[src/rtl/ifetch_pkg.sv]
// Shared types and constants for the instruction fetch unit.
// Optional feature macro: IFETCH_PERF_EN (adds perf_fetched / perf_stalls).
package ifetch_pkg;
  localparam int WORD_BYTES = 4;
  localparam int PC_W       = 32;
  localparam logic [PC_W-1:0] DEFAULT_RESET_PC = '0;

  // One queued fetch result: the word and the byte address it came from.
  typedef struct packed {
    logic [PC_W-1:0] pc;
    logic [31:0]     instr;
  } fetch_entry_t;
endpackage

[src/rtl/instruction_fetch_if.sv]
// Fetch-to-decode valid/ready handshake carrying the head instruction and its PC.
interface instruction_fetch_if #(parameter int ADDR_W = 32);
  logic              out_valid;
  logic              out_ready;
  logic [31:0]       out_instr;
  logic [ADDR_W-1:0] out_pc;

  modport master (output out_valid, out_instr, out_pc, input  out_ready);
  modport slave  (input  out_valid, out_instr, out_pc, output out_ready);
endinterface

[src/rtl/fetch_queue.sv]
// Small FIFO of fetch entries. Synchronous flush wins over push and pop.
// Push while full is accepted when a pop happens in the same cycle.
module fetch_queue
  import ifetch_pkg::*;
#(
  parameter int DEPTH = 2
) (
  input  logic         clk,
  input  logic         rst_n,
  input  logic         flush,
  input  logic         push,
  input  logic         pop,
  input  fetch_entry_t push_data,
  output fetch_entry_t head,
  output logic         full,
  output logic         empty
);
  localparam int PTR_W = $clog2(DEPTH);

  // Extra MSB on each pointer separates full from empty.
  logic [PTR_W:0] r_wr_ptr, r_rd_ptr;
  fetch_entry_t   r_mem [DEPTH];
  logic           w_do_push, w_do_pop;

  assign empty = (r_wr_ptr == r_rd_ptr);
  assign full  = (r_wr_ptr[PTR_W] != r_rd_ptr[PTR_W]) &&
                 (r_wr_ptr[PTR_W-1:0] == r_rd_ptr[PTR_W-1:0]);
  assign head  = r_mem[r_rd_ptr[PTR_W-1:0]];

  assign w_do_pop  = pop && !empty;
  assign w_do_push = push && (!full || w_do_pop);

  // Pointer and storage update; flush only rewinds pointers.
  always_ff @(posedge clk or negedge rst_n) begin
    if (!rst_n) begin
      r_wr_ptr <= '0;
      r_rd_ptr <= '0;
      for (int i = 0; i < DEPTH; i++) r_mem[i] <= '0;
    end else if (flush) begin
      r_wr_ptr <= '0;
      r_rd_ptr <= '0;
    end else begin
      if (w_do_push) begin
        r_mem[r_wr_ptr[PTR_W-1:0]] <= push_data;
        r_wr_ptr <= r_wr_ptr + 1'b1;
      end
      if (w_do_pop) r_rd_ptr <= r_rd_ptr + 1'b1;
    end
  end
endmodule

[src/rtl/instruction_fetch.sv]
// Instruction fetch: PC, fetch-limit compare, redirect handling and queue to decode.
// Optional feature macro: IFETCH_PERF_EN adds saturating pop/stall counters.
module instruction_fetch
  import ifetch_pkg::*;
#(
  parameter int                ADDR_W      = 32,
  parameter logic [ADDR_W-1:0] RESET_PC    = ADDR_W'(DEFAULT_RESET_PC),
  parameter int                IMEM_WORDS  = 17,
  parameter int                QUEUE_DEPTH = 2
) (
  input  logic                clk,
  input  logic                rst_n,
  output logic [ADDR_W-1:0]   imem_addr,
  input  logic [31:0]         imem_instr,
  input  logic                redirect_valid,
  input  logic [ADDR_W-1:0]   redirect_pc,
  instruction_fetch_if.master out_if,
  output logic                done
`ifdef IFETCH_PERF_EN
  ,
  output logic [31:0]         perf_fetched,
  output logic [31:0]         perf_stalls
`endif
);
  // One bit wider than the PC so the limit for a full address space still fits.
  localparam logic [ADDR_W:0]   FETCH_LIMIT = (ADDR_W+1)'(IMEM_WORDS * WORD_BYTES);
  localparam logic [ADDR_W-1:0] PC_STEP     = ADDR_W'(WORD_BYTES);

  logic [ADDR_W-1:0] r_pc;
  logic              w_done_fetch, w_push, w_pop, w_full, w_empty;
  fetch_entry_t      w_push_data, w_head;
  logic              w_unused_ok;

  assign imem_addr    = r_pc;
  assign w_done_fetch = ({1'b0, r_pc} >= FETCH_LIMIT);
  assign w_pop        = out_if.out_valid && out_if.out_ready;
  assign w_push       = !w_done_fetch && !redirect_valid && (!w_full || w_pop);
  assign w_push_data  = '{pc: PC_W'(r_pc), instr: imem_instr};

  // Low target bits are dropped: fetch is always word aligned.
  assign w_unused_ok  = ^redirect_pc[1:0];

  // PC: redirect first, otherwise advance on each accepted push (wraps naturally).
  always_ff @(posedge clk or negedge rst_n) begin
    if (!rst_n)              r_pc <= {RESET_PC[ADDR_W-1:2], 2'b00};
    else if (redirect_valid) r_pc <= {redirect_pc[ADDR_W-1:2], 2'b00};
    else if (w_push)         r_pc <= r_pc + PC_STEP;
  end

  fetch_queue #(.DEPTH(QUEUE_DEPTH)) u_queue (
    .clk       (clk),
    .rst_n     (rst_n),
    .flush     (redirect_valid),
    .push      (w_push),
    .pop       (w_pop),
    .push_data (w_push_data),
    .head      (w_head),
    .full      (w_full),
    .empty     (w_empty)
  );

  // Outputs read zero while empty so stale storage never leaks to decode.
  assign out_if.out_valid = !w_empty;
  assign out_if.out_instr = w_empty ? '0 : w_head.instr;
  assign out_if.out_pc    = w_empty ? '0 : w_head.pc[ADDR_W-1:0];
  assign done             = w_done_fetch && w_empty;

`ifdef IFETCH_PERF_EN
  logic [31:0] r_perf_fetched, r_perf_stalls;

  // Saturating handshake and backpressure counters; untouched by redirect.
  always_ff @(posedge clk or negedge rst_n) begin
    if (!rst_n) begin
      r_perf_fetched <= '0;
      r_perf_stalls  <= '0;
    end else begin
      if (w_pop && (r_perf_fetched != '1))
        r_perf_fetched <= r_perf_fetched + 1'b1;
      if (out_if.out_valid && !out_if.out_ready && (r_perf_stalls != '1))
        r_perf_stalls <= r_perf_stalls + 1'b1;
    end
  end

  assign perf_fetched = r_perf_fetched;
  assign perf_stalls  = r_perf_stalls;
`endif
endmodule

[src/flat_wrapper.sv]
// flat-port wrapper written by rule: the top's interface ports become plain ports
module instruction_fetch_flat import ifetch_pkg::*;
#(
  parameter int                ADDR_W      = 32,
  parameter logic [ADDR_W-1:0] RESET_PC    = ADDR_W'(DEFAULT_RESET_PC),
  parameter int                IMEM_WORDS  = 17,
  parameter int                QUEUE_DEPTH = 2
)
  (clk, rst_n, imem_addr, imem_instr, redirect_valid, redirect_pc, done, out_if_out_valid, out_if_out_instr, out_if_out_pc, out_if_out_ready);
  instruction_fetch_if #(.ADDR_W(ADDR_W)) out_if_i ();
  input  logic clk;
  input  logic rst_n;
  output logic [ADDR_W-1:0] imem_addr;
  input  logic [31:0] imem_instr;
  input  logic redirect_valid;
  input  logic [ADDR_W-1:0] redirect_pc;
  output logic done;
  output wire logic [$bits(out_if_i.out_valid)-1:0] out_if_out_valid;
  output wire logic [$bits(out_if_i.out_instr)-1:0] out_if_out_instr;
  output wire logic [$bits(out_if_i.out_pc)-1:0] out_if_out_pc;
  input wire logic [$bits(out_if_i.out_ready)-1:0] out_if_out_ready;
  assign out_if_out_valid = out_if_i.out_valid;
  assign out_if_out_instr = out_if_i.out_instr;
  assign out_if_out_pc = out_if_i.out_pc;
  assign out_if_i.out_ready = out_if_out_ready;
  instruction_fetch #(.ADDR_W(ADDR_W), .RESET_PC(RESET_PC), .IMEM_WORDS(IMEM_WORDS), .QUEUE_DEPTH(QUEUE_DEPTH)) u_core (.clk(clk), .rst_n(rst_n), .imem_addr(imem_addr), .imem_instr(imem_instr), .redirect_valid(redirect_valid), .redirect_pc(redirect_pc), .out_if(out_if_i), .done(done));
endmodule
[config.mk]
export PLATFORM = sky130hd
export DESIGN_NAME = instruction_fetch_flat
export DESIGN_NICKNAME = d
export VERILOG_FILES = /design/src/rtl/ifetch_pkg.sv /design/src/rtl/instruction_fetch_if.sv /design/src/rtl/fetch_queue.sv /design/src/rtl/instruction_fetch.sv /design/src/flat_wrapper.sv
export SDC_FILE = /design/constraint.sdc
export NUM_CORES = 1
export LEC_CHECK = 0
export BUFFER_PORTS_ARGS = -buffer_cell sky130_fd_sc_hd__buf_4
export CAP_MARGIN = 40
export CORE_AREA = 4 4 137 139
export DETAILED_ROUTE_END_ITERATION = 16
export DIE_AREA = 0 0 141 143
export PLACE_DENSITY = 0.61
export SLEW_MARGIN = 5
export SYNTH_ARGS = -nofsm -noshare
export SYNTH_HDL_FRONTEND = slang
export SYNTH_SLANG_ARGS = --single-unit
export TNS_END_PERCENT = 10
[constraint.sdc]
create_clock -name clk -period 3.25 [get_ports clk]
set_input_delay 0.65 -clock clk [delete_from_list [all_inputs] [get_ports clk]]
set_output_delay 0.65 -clock clk [all_outputs]
set_load 0.005 [all_outputs]
==> results of run 1 <==
==> synth_stat cells <==
| master | number |
|---|---|
| nand3_1 | 5 |
| a21oi_1 | 2 |
| buf_4 | 4 |
| nor4_4 | 2 |
| mux2i_1 | 62 |
| buf_6 | 4 |
| nor3b_1 | 1 |
| nor4_1 | 6 |
| o211ai_1 | 1 |
| a31o_2 | 1 |
| nor4b_1 | 1 |
| nand4_1 | 3 |
| nor2_1 | 70 |
| o21ai_0 | 1 |
| buf_2 | 5 |
| xor2_1 | 2 |
| and2_1 | 26 |
| mux2_1 | 2 |
| ha_1 | 3 |
| nand2_1 | 3 |
| inv_1 | 7 |
| nand2_4 | 1 |
| nor2b_1 | 25 |
| xnor2_1 | 5 |
| mux2_4 | 33 |
| o311ai_0 | 2 |
| clkbuf_1 | 15 |
| buf_1 | 7 |
| nor3_1 | 5 |
| a22o_1 | 1 |
| dfrtp_1 | 158 |
| conb_1 | 1 |
| mux2_2 | 64 |
==> flip-flops by register name (all words and copies together) (netlist names) <==
name	cells
u_core.imem_addr	30
u_core.u_queue.r_mem	124
u_core.u_queue.r_rd_ptr	2
u_core.u_queue.r_wr_ptr	2
==> metrics by stage <==
| step | utilization | area [sq um] | worst slack [ns] | std cells |
|---|---|---|---|---|
| floorplan | - | 6960 | 0.866 | 531 |
| global placement | 0.475 | 8390 | 0.762 | 893 |
| detailed placement | 0.477 | 8410 | 0.746 | 894 |
| CTS | 0.511 | 9030 | 0.431 | 926 |
| global route | 0.511 | 9030 | 0.325 | 926 |
| finish | 0.511 | 9030 | 0.487 | 926 |
==> kinds of logic after synthesis <==
| group | Yosys count | share of synthesized area |
|---|---|---|
| compound gates | 8 | 0.00828 |
| xor+xnor | 7 | 0.00882 |
| fa+ha+maj | 3 | 0.00540 |
| buf+inv | 42 | 0.0301 |
| flops | 158 | 0.569 |
| mux | 161 | 0.267 |
| other cells | 1 | 0.000539 |
| simple gates | 148 | 0.111 |
==> power breakdown <==
group	switching [mW]	total, mW	internal, mW
clock network	0.790	2.04	1.25
logic	0.115	0.282	0.167
registers	0.0520	2.08	2.03
==> area by class of cell <==
type	instances	share of cell area
Sequential cell	158	0.438
Multi-Input combinational cell	331	0.310
Timing Repair Buffer	169	0.149
Clock buffer	19	0.0502
Tap cell	229	0.0317
Clock inverter	13	0.0179
Inverter	7	0.00291
==> routing by layer <==
| metal | up-vias | part of all wire | global-route usage |
|---|---|---|---|
| met4 | 0 | 0.0080 | 0.0393 |
| met5 | - | 0 | 0 |
| met1 | 2248 | 0.44 | 0.200 |
| met2 | 132 | 0.48 | 0.252 |
| met3 | 13 | 0.075 | 0.0589 |
| li1 | 2094 | - | - |
==> worst paths after layout <==
check                                            from                   endpoint  slack (ns)  cells after the start
setup / recovery           u_core.u_queue.r_rd_ptr[0]       out_if_out_instr[29]        0.49                      5
hold / removal                                  rst_n       u_core.imem_addr[12]        0.26                      1
setup reg to reg                 u_core.imem_addr[26]   u_core.u_queue.r_mem[16]        0.79                      5
hold reg to reg             u_core.u_queue.r_mem[107]  u_core.u_queue.r_mem[107]        0.49                      1
max in group asynchronous                       rst_n   u_core.u_queue.r_mem[52]        2.14                      2
min in group clk                       redirect_pc[2]        u_core.imem_addr[2]        0.45                      3
==> impl_metrics.py, run 1 <==
metrics = {
    "run_status": {
        "status": "finished clean",
    },
    "routing": {
        "ant_nets": 0,
        "drc_errors": 0,
        "routed_wl_um": 15200,
        "post_drt_wl_per_cell_um": 16.4,
        "dr.pass1.iters": 4,
        "drtIter0Drc": 218,
        "num_vias": 4487,
        "via_per_inst": 4.85,
    },
    "sta": {
        "period_minus_slack_ns": 2.76,
        "rsz0062_at_grt": "no",
        "slew_viol_final": 0,
        "final.setup.tns_ns": 0,
        "max_freq_mhz": 362,
        "setup_viol": 0,
        "worst_pin_slew_ns": 0.719,
        "skew_ns": 0.0149,
        "whs_ns": 0.264,
        "hold_viol": 0,
        "relSlewSlack": 0.521,
        "post-route-period-util": 0.850,
    },
    "grt": {
        "grt_pass1_wl_um": 25400,
        "gr-usage-all-layers": 0.156,
        "grt-ovfl-total": 0,
        "first_global_vias": 5043,
        "antenna_found_initial": 0,
        "grt_max_degree": 79,
    },
    "clocking": {
        "cts_tree": "yes",
        "clockBufferDepth": 2,
        "post_cts_resized": 0,
        "clkSlewWorstSetupHoldPaths_ns": 0.06,
        "cts_buffers": 17,
        "cts.sinks": 158,
        "cts_hold_buf": 0,
        "post_cts_buffers": 0,
        "cts-root-buf": "clkbuf_16",
        "h-tree-depth": 4,
        "clock_latency_ns": 0.42,
    },
    "run": {
        "maxCapViolations": 0,
    },
    "floorplanning": {
        "start_util": 0.394,
        "core_area_sq_um": 17700,
        "die_y_um": 143,
        "rows": 49,
        "ios": 166,
        "die-area_sq_um": 20200,
        "die_w_um": 141,
    },
    "critical_path": {
        "worstPathArrival_ns": 2.11,
        "path_cells": "buf_4, buf_16, mux2i_1, nor2_1, buf_4",
        "path_common_cell": "buf_4",
        "critical_path_required_ns": 2.60,
        "path_max_fanout": 33,
        "cp-start-kind": "register",
        "cpMaxStageDelayCell": "buf_4",
        "critPathKind": "reg2out",
        "slowest_delay_ns": 0.50,
        "crit_family": "buffers and inverters",
        "end_kind": "output port",
        "cp_num_buf_inv": 3,
    },
    "synth": {
        "synth.distinct_cells": 33,
        "synth_warnings": 0,
        "synthCells": 528,
        "synth-seq-area-share": 0.569,
        "netlist_top_cells_area": "dfrtp_1 57%, mux2_2 10%, mux2i_1 8.9%",
        "yosys.area.top_type": "dfrtp_1",
        "synth.top_cell.area_share": 0.569,
        "syn-cell-area_sq_um": 6950,
        "ys_ff_latch": 158,
        "avgSynthCellArea_sq_um": 13.2,
    },
    "cells_and_area": {
        "multi_input_area_sq_um": 2800,
        "final_common_cell": "buf_4",
        "mostFrequentLayoutCells": "163 x buf_4, 157 x dfrtp_1, 70 x nor2_1",
        "diodes": 0,
        "nNetsFinal": 755,
        "seq_area_sq_um": 3960,
        "drive_above_1_share": 0.436,
        "area_delta_synth_final_pct": 29.9,
        "fill_cells": 1583,
    },
    "hold_path": {
        "hp-class": "in2async",
    },
    "placement": {
        "port_buffers": 159,
        "place_congestion": 0.736,
        "dp_hpwl_um": 9880,
    },
    "pwr": {
        "peakVddDrop_v": 0.000346,
        "p_leak_nw": 4.33,
        "power_mw": 4.40,
        "powerDensity_nw_per_um2": 487,
    },
}
No activity file was read; power rests on OpenSTA's default activity.
==> inputs of run 2 (changes only) <==
--- a/config.mk
+++ b/config.mk
@@ -7,12 +7,13 @@
 export LEC_CHECK = 0
 export BUFFER_PORTS_ARGS = -buffer_cell sky130_fd_sc_hd__buf_4
 export CAP_MARGIN = 40
-export CORE_AREA = 4 4 137 139
+export CORE_AREA = 4 4 146 148
 export DETAILED_ROUTE_END_ITERATION = 16
-export DIE_AREA = 0 0 141 143
-export PLACE_DENSITY = 0.61
+export DIE_AREA = 0 0 150 152
+export PLACE_DENSITY = 0.6
 export SLEW_MARGIN = 5
 export SYNTH_ARGS = -nofsm -noshare
 export SYNTH_HDL_FRONTEND = slang
+export SYNTH_HIERARCHICAL = 1
 export SYNTH_SLANG_ARGS = --single-unit
 export TNS_END_PERCENT = 10
==> impl_metrics.py, run 2 <==
metrics = {
    "floorplanning": {
        "die_w_um": 150,
        "core_area_sq_um": 20000,
        "die_y_um": 152,
        "start_util": 0.395,
        "rows": 52,
        "die-area_sq_um": 22800,
        "ios": 166,
    },
    "placement": {
        "place_congestion": 0.731,
        "dpl.cell_count": 972,
        "port_buffers": 161,
        "dp_hpwl_um": 11600,
    },
    "synth": {
        "synthCells": 551,
        "synthTopCellsByCount": "162 x dfrtp_1, 158 x mux2_2, 66 x nor2b_1",
        "syn-cell-area_sq_um": 7930,
        "ys_ff_latch": 162,
        "yosys_most_used_dff": "dfrtp_1",
        "synth-edff-count": 0,
        "yosys.area.top_type": "dfrtp_1",
        "synthArstFlopShare": 1.00,
        "synth.distinct_cells": 46,
        "yosysMostFrequentCell": "dfrtp_1",
        "synth.top_cell.area_share": 0.512,
        "synth-seq-area-share": 0.512,
        "avgSynthCellArea_sq_um": 14.4,
        "synth_warnings": 6,
        "netlist_top_cells_area": "dfrtp_1 51%, mux2_2 22%, mux2_4 11%",
    },
    "sta": {
        "max_freq_mhz": 317,
        "slew_viol_final": 0,
        "post-route-period-util": 0.972,
        "worst_pin_slew_ns": 0.703,
        "setup_viol": 0,
        "period_minus_slack_ns": 3.16,
        "hold_viol": 0,
        "final.setup.tns_ns": 0,
        "skew_ns": 0.0124,
        "whs_ns": 0.256,
        "relSlewSlack": 0.531,
        "rsz0062_at_grt": "no",
    },
    "clocking": {
        "cts_tree": "yes",
        "cts-root-buf": "clkbuf_16",
        "clockBufferDepth": 2,
        "cts_buffers": 17,
        "cts_hold_buf": 0,
        "h-tree-depth": 4,
        "clock_latency_ns": 0.42,
        "clkSlewWorstSetupHoldPaths_ns": 0.06,
        "cts.sinks": 162,
    },
    "cells_and_area": {
        "final_cells": 1004,
        "nNetsFinal": 792,
        "drive_above_1_share": 0.608,
        "largest_register_ffs": 128,
        "area_delta_synth_final_pct": 28.1,
        "mostFrequentLayoutCells": "171 x buf_4, 161 x dfrtp_1, 158 x mux2_2",
        "diodes": 0,
        "final_common_cell": "buf_4",
        "regMostFlops": "u_core/u_queue/r_mem",
    },
    "critical_path": {
        "worstPathArrival_ns": 3.45,
        "path_max_fanout": 31,
        "timing.rr.start": "u_core/imem_addr[27]",
        "end_kind": "register",
        "slowest_delay_ns": 0.42,
        "r2r_end": "u_core/u_queue/r_mem[66]",
        "cp-start-kind": "register",
        "path_cells": "nor4_2, nand4_1, a2111oi_4, and2_4, or3b_4, a21oi_4, buf_12, mux2_4",
        "critPathKind": "reg2reg",
        "r2r.worst_path.cells": 8,
        "r2r_setup_slack_ns": 0.09,
        "cpMaxStageDelayCell": "dfrtp_1",
        "cp-startpoint": "u_core/imem_addr[27]",
        "critical_path_required_ns": 3.54,
    },
    "grt": {
        "grt_pass1_wl_um": 28600,
        "first_global_vias": 5344,
        "grt-ovfl-total": 0,
        "antenna_found_initial": 0,
        "gr-usage-all-layers": 0.155,
        "grt_max_degree": 76,
    },
    "routing": {
        "routed_wl_um": 17700,
        "num_vias": 4969,
        "dr.pass1.iters": 5,
        "ant_nets": 0,
        "drc_errors": 0,
        "post_drt_wl_per_cell_um": 17.7,
        "drtIter0Drc": 153,
        "via_per_inst": 4.95,
    },
    "hold_path": {
        "hp-class": "in2async",
    },
    "run": {
        "maxCapViolations": 0,
    },
    "pwr": {
        "powerDensity_nw_per_um2": 452,
        "p_leak_nw": 4.82,
        "peakVddDrop_v": 0.000336,
    },
    "run_status": {
        "status": "finished clean",
    },
}
[run 2: cell types whose count changed after synthesis, moves of 26 or more]
cell and change:
and2_1 -26, mux2_2 +94, mux2_4 +27, mux2i_1 -62, nor2_1 -61, nor2b_1 +41
[run 2: final cells by class]
class / count / area [sq um]
clock buffers: 20 / 457
fillers: 1769 / 9890
repair buffers: 181 / 1470
well taps: 270 / 338
clock inverters: 12 / 179
multi-input cells: 354 / 3640
inverters: 5 / 18.8
flip-flops and latches: 162 / 4060
[run 2: critical path: cells and delay by family, from the launching register on]
| family | cells | cell delay (ns) |
|---|---|---|
| buf+inv | 1 | 0.29 |
| mux | 1 | 0.34 |
| flops | 1 | 0.42 |
| compound gates | 2 | 0.66 |
| simple gates | 4 | 1.28 |
[run 2: cell families after synthesis]
kind of cell	after synthesis	share of synthesized area
AO/OA/AOI/OAI	18	0.0204
XOR/XNOR	4	0.00537
flip-flops	162	0.512
multiplexers	218	0.338
buffers and inverters	40	0.0360
other	1	0.000473
AND/OR/NAND/NOR	105	0.0834
adder cells (fa/ha/maj)	3	0.00474
[run 2: routing by layer]
metal,GRT usage,routed length (um),vias to the layer above
li1,-,-,2275
met1,0.211,8110,2555
met2,0.248,8410,130
met3,0.0414,1070,9
met4,0.0397,153,0
met5,0,0,-
[run 2: stage by stage]
| step | cell area [sq um] | util | power [mW] | worst slack (ns) |
|---|---|---|---|---|
| 2_1_floorplan | 7960 | - | 2.27 | 0.00565 |
| 3_3_place_gp | 9480 | 0.473 | 2.47 | 0.00880 |
| 3_5_place_dp | 9500 | 0.474 | 2.48 | -0.0579 |
| 4_1_cts | 10100 | 0.506 | 4.65 | 0.0272 |
| 5_1_grt | 10200 | 0.507 | 4.75 | 0.00165 |
| 6_report | 10200 | 0.507 | 4.59 | 0.0925 |
[run 2: timing repair]
action	in CTS	in global routing
endpoints found under the setup margin	31	36
endpoints found under the hold margin	0	0
gates resized for setup	1	2
setup buffers	0	0
[run 2: worst max-delay path by stage]
stage,end,slack [ns],cells past startpoint
floorplan,u_core/u_queue/r_mem[100],0.006,12
global placement,u_core/u_queue/r_mem[66],0.009,8
detailed placement,u_core/u_queue/r_mem[113],-0.06,8
CTS,u_core/u_queue/r_mem[115],0.03,8
global route,u_core/u_queue/r_mem[64],0.002,10
finish,u_core/u_queue/r_mem[66],0.09,8
[run 2: report_power, final]
group / internal [mW] / switching, mW
Clock: 1.33 / 0.815
Sequential: 2.07 / 0.0679
Combinational: 0.181 / 0.122
==> inputs of run 3 (changes only) <==
--- a/config.mk
+++ b/config.mk
@@ -10,7 +10,7 @@
 export CORE_AREA = 4 4 146 148
 export DETAILED_ROUTE_END_ITERATION = 16
 export DIE_AREA = 0 0 150 152
-export PLACE_DENSITY = 0.6
+export PLACE_DENSITY = 0.72
 export SLEW_MARGIN = 5
 export SYNTH_ARGS = -nofsm -noshare
 export SYNTH_HDL_FRONTEND = slang
==> impl_metrics.py, run 3 (synthesized netlist as in run 2, its figures left out) <==
metrics = {
    "sta": {
        "hold_viol": 0,
        "max_freq_mhz": 327,
        "skew_ns": 0.0112,
        "post-route-period-util": 0.942,
        "slew_viol_final": 0,
        "relSlewSlack": 0.484,
        "worst_pin_slew_ns": 0.775,
        "period_minus_slack_ns": 3.06,
        "setup_viol": 0,
        "whs_ns": 0.254,
    },
    "cells_and_area": {
        "multi_input_area_sq_um": 3630,
        "stdcell_area_sq_um": 10100,
        "drive_above_1_share": 0.610,
        "largest_register_ffs": 128,
        "area_delta_synth_final_pct": 27.9,
        "final_common_cell": "buf_4",
        "final_util": 0.506,
        "diodes": 0,
        "mostFrequentLayoutCells": "178 x buf_4, 161 x dfrtp_1, 158 x mux2_2",
        "fill_cells": 1785,
        "seq_area_sq_um": 4060,
        "nNetsFinal": 798,
        "regMostFlops": "u_core/u_queue/r_mem",
    },
    "grt": {
        "met2_usage": 0.246,
        "use_met1": 0.204,
        "grt_pass1_wl_um": 28100,
        "met3_usage": 0.0414,
        "grt-ovfl-total": 0,
        "antenna_found_initial": 0,
        "gr-usage-all-layers": 0.153,
        "grt_max_degree": 76,
        "first_global_vias": 5285,
        "grt.busiest_layer": "met2",
    },
    "routing": {
        "num_vias": 4903,
        "ant_nets": 0,
        "drtIter0Drc": 165,
        "dr.pass1.iters": 4,
        "drc_errors": 0,
        "routed_wl_um": 17800,
        "via_per_inst": 4.86,
        "post_drt_wl_per_cell_um": 17.6,
    },
    "placement": {
        "port_buffers": 161,
        "placed_cell_area_sq_um": 9490,
        "place_congestion": 0.721,
        "dp_hpwl_um": 11400,
    },
    "clocking": {
        "h-tree-depth": 4,
        "cts_tree": "yes",
        "cts_hold_buf": 0,
        "cts.sinks": 162,
        "cts_buffers": 17,
        "clockBufferDepth": 2,
        "clkSlewWorstSetupHoldPaths_ns": 0.06,
        "cts-root-buf": "clkbuf_16",
        "clock_latency_ns": 0.42,
    },
    "pwr": {
        "p_switching_mw": 1.02,
        "p_int_mw": 3.37,
        "peakVddDrop_v": 0.000292,
        "p_comb_frac": 0.069,
        "swShare": 0.232,
        "p_leak_nw": 4.83,
        "pwr-share-clk": 0.445,
        "powerDensity_nw_per_um2": 433,
        "power_frac_seq": 0.486,
    },
    "floorplanning": {
        "start_util": 0.395,
        "rows": 52,
        "ios": 166,
        "die_y_um": 152,
        "die_w_um": 150,
        "core_area_sq_um": 20000,
        "die-area_sq_um": 22800,
    },
    "critical_path": {
        "path_max_fanout": 13,
        "worstPathArrival_ns": 3.36,
        "critical_path_required_ns": 3.55,
        "end_kind": "register",
        "cp-start-kind": "register",
        "critPathKind": "reg2reg",
    },
    "run": {
        "maxCapViolations": 0,
    },
    "run_status": {
        "status": "finished clean",
    },
    "hold_path": {
        "hp-class": "in2async",
    },
}
run 3: per-layer routing:
| metal | wire [um] | share of wire |
|---|---|---|
| met2 | 8360 | 0.47 |
| met3 | 1010 | 0.056 |
| met4 | 184 | 0.010 |
| met1 | 8260 | 0.46 |
| met5 | 0 | 0 |
run 3: power by group through the flow:
stage / registers, mW / logic [mW] / clock network (mW)
global route: 2.15 / 0.333 / 2.10
global placement: 2.17 / 0.302 / 0
floorplan: 2.16 / 0.108 / 0
CTS: 2.14 / 0.309 / 2.01
detailed placement: 2.17 / 0.307 / 0
finish: 2.14 / 0.302 / 1.95
run 3: area by class of cell:
type | count | area share
Inverter | 5 | 0.00185
Clock inverter | 14 | 0.0139
Timing Repair Buffer | 187 | 0.150
Multi-Input combinational cell | 354 | 0.358
Clock buffer | 17 | 0.0420
Sequential cell | 162 | 0.400
Tap cell | 270 | 0.0333
run 3: repair_timing:
action / in CTS / in global routing
gates resized for setup: 0 / 1
buffers inserted: 0 / 3
endpoints found under the setup margin: 0 / 55
run 3: path summary, 6_finish.rpt:
check	startpoint	endpoint	slack, ns	cells after the start
hold reg to reg	u_core/u_queue/r_mem[52]	u_core/u_queue/r_mem[52]	0.50	1
setup / recovery	u_core/imem_addr[27]	u_core/u_queue/r_mem[115]	0.19	10
min in group clk	redirect_pc[2]	u_core/imem_addr[2]	0.45	3
setup reg to reg	u_core/imem_addr[27]	u_core/u_queue/r_mem[115]	0.19	10
max in group asynchronous	rst_n	u_core/u_queue/r_mem[86]	2.13	2
hold / removal	rst_n	u_core/u_queue/r_mem[71]	0.25	1
run 3: stage by stage:
| stage | cells | worst slack (ns) | total power [mW] | setup TNS (ns) |
|---|---|---|---|---|
| floorplan | 556 | 0.00565 | 2.27 | 0 |
| global placement | 972 | 0.139 | 2.48 | 0 |
| detailed placement | 973 | 0.123 | 2.48 | 0 |
| CTS | 1004 | 0.0844 | 4.46 | 0 |
| global route | 1009 | -0.00350 | 4.57 | -0.00740 |
| finish | 1009 | 0.190 | 4.39 | 0 |
run 3: critical path, stage by stage (launching register included):
cell and delay, ns:
dfrtp_1 0.44, nor4_2 0.32, buf_4 0.16, nand4_1 0.19, a2111oi_4 0.41, and2_4 0.21, or3b_4 0.39, a21oi_4 0.16
buf_4 0.16, clkbuf_16 0.20, mux2_4 0.31
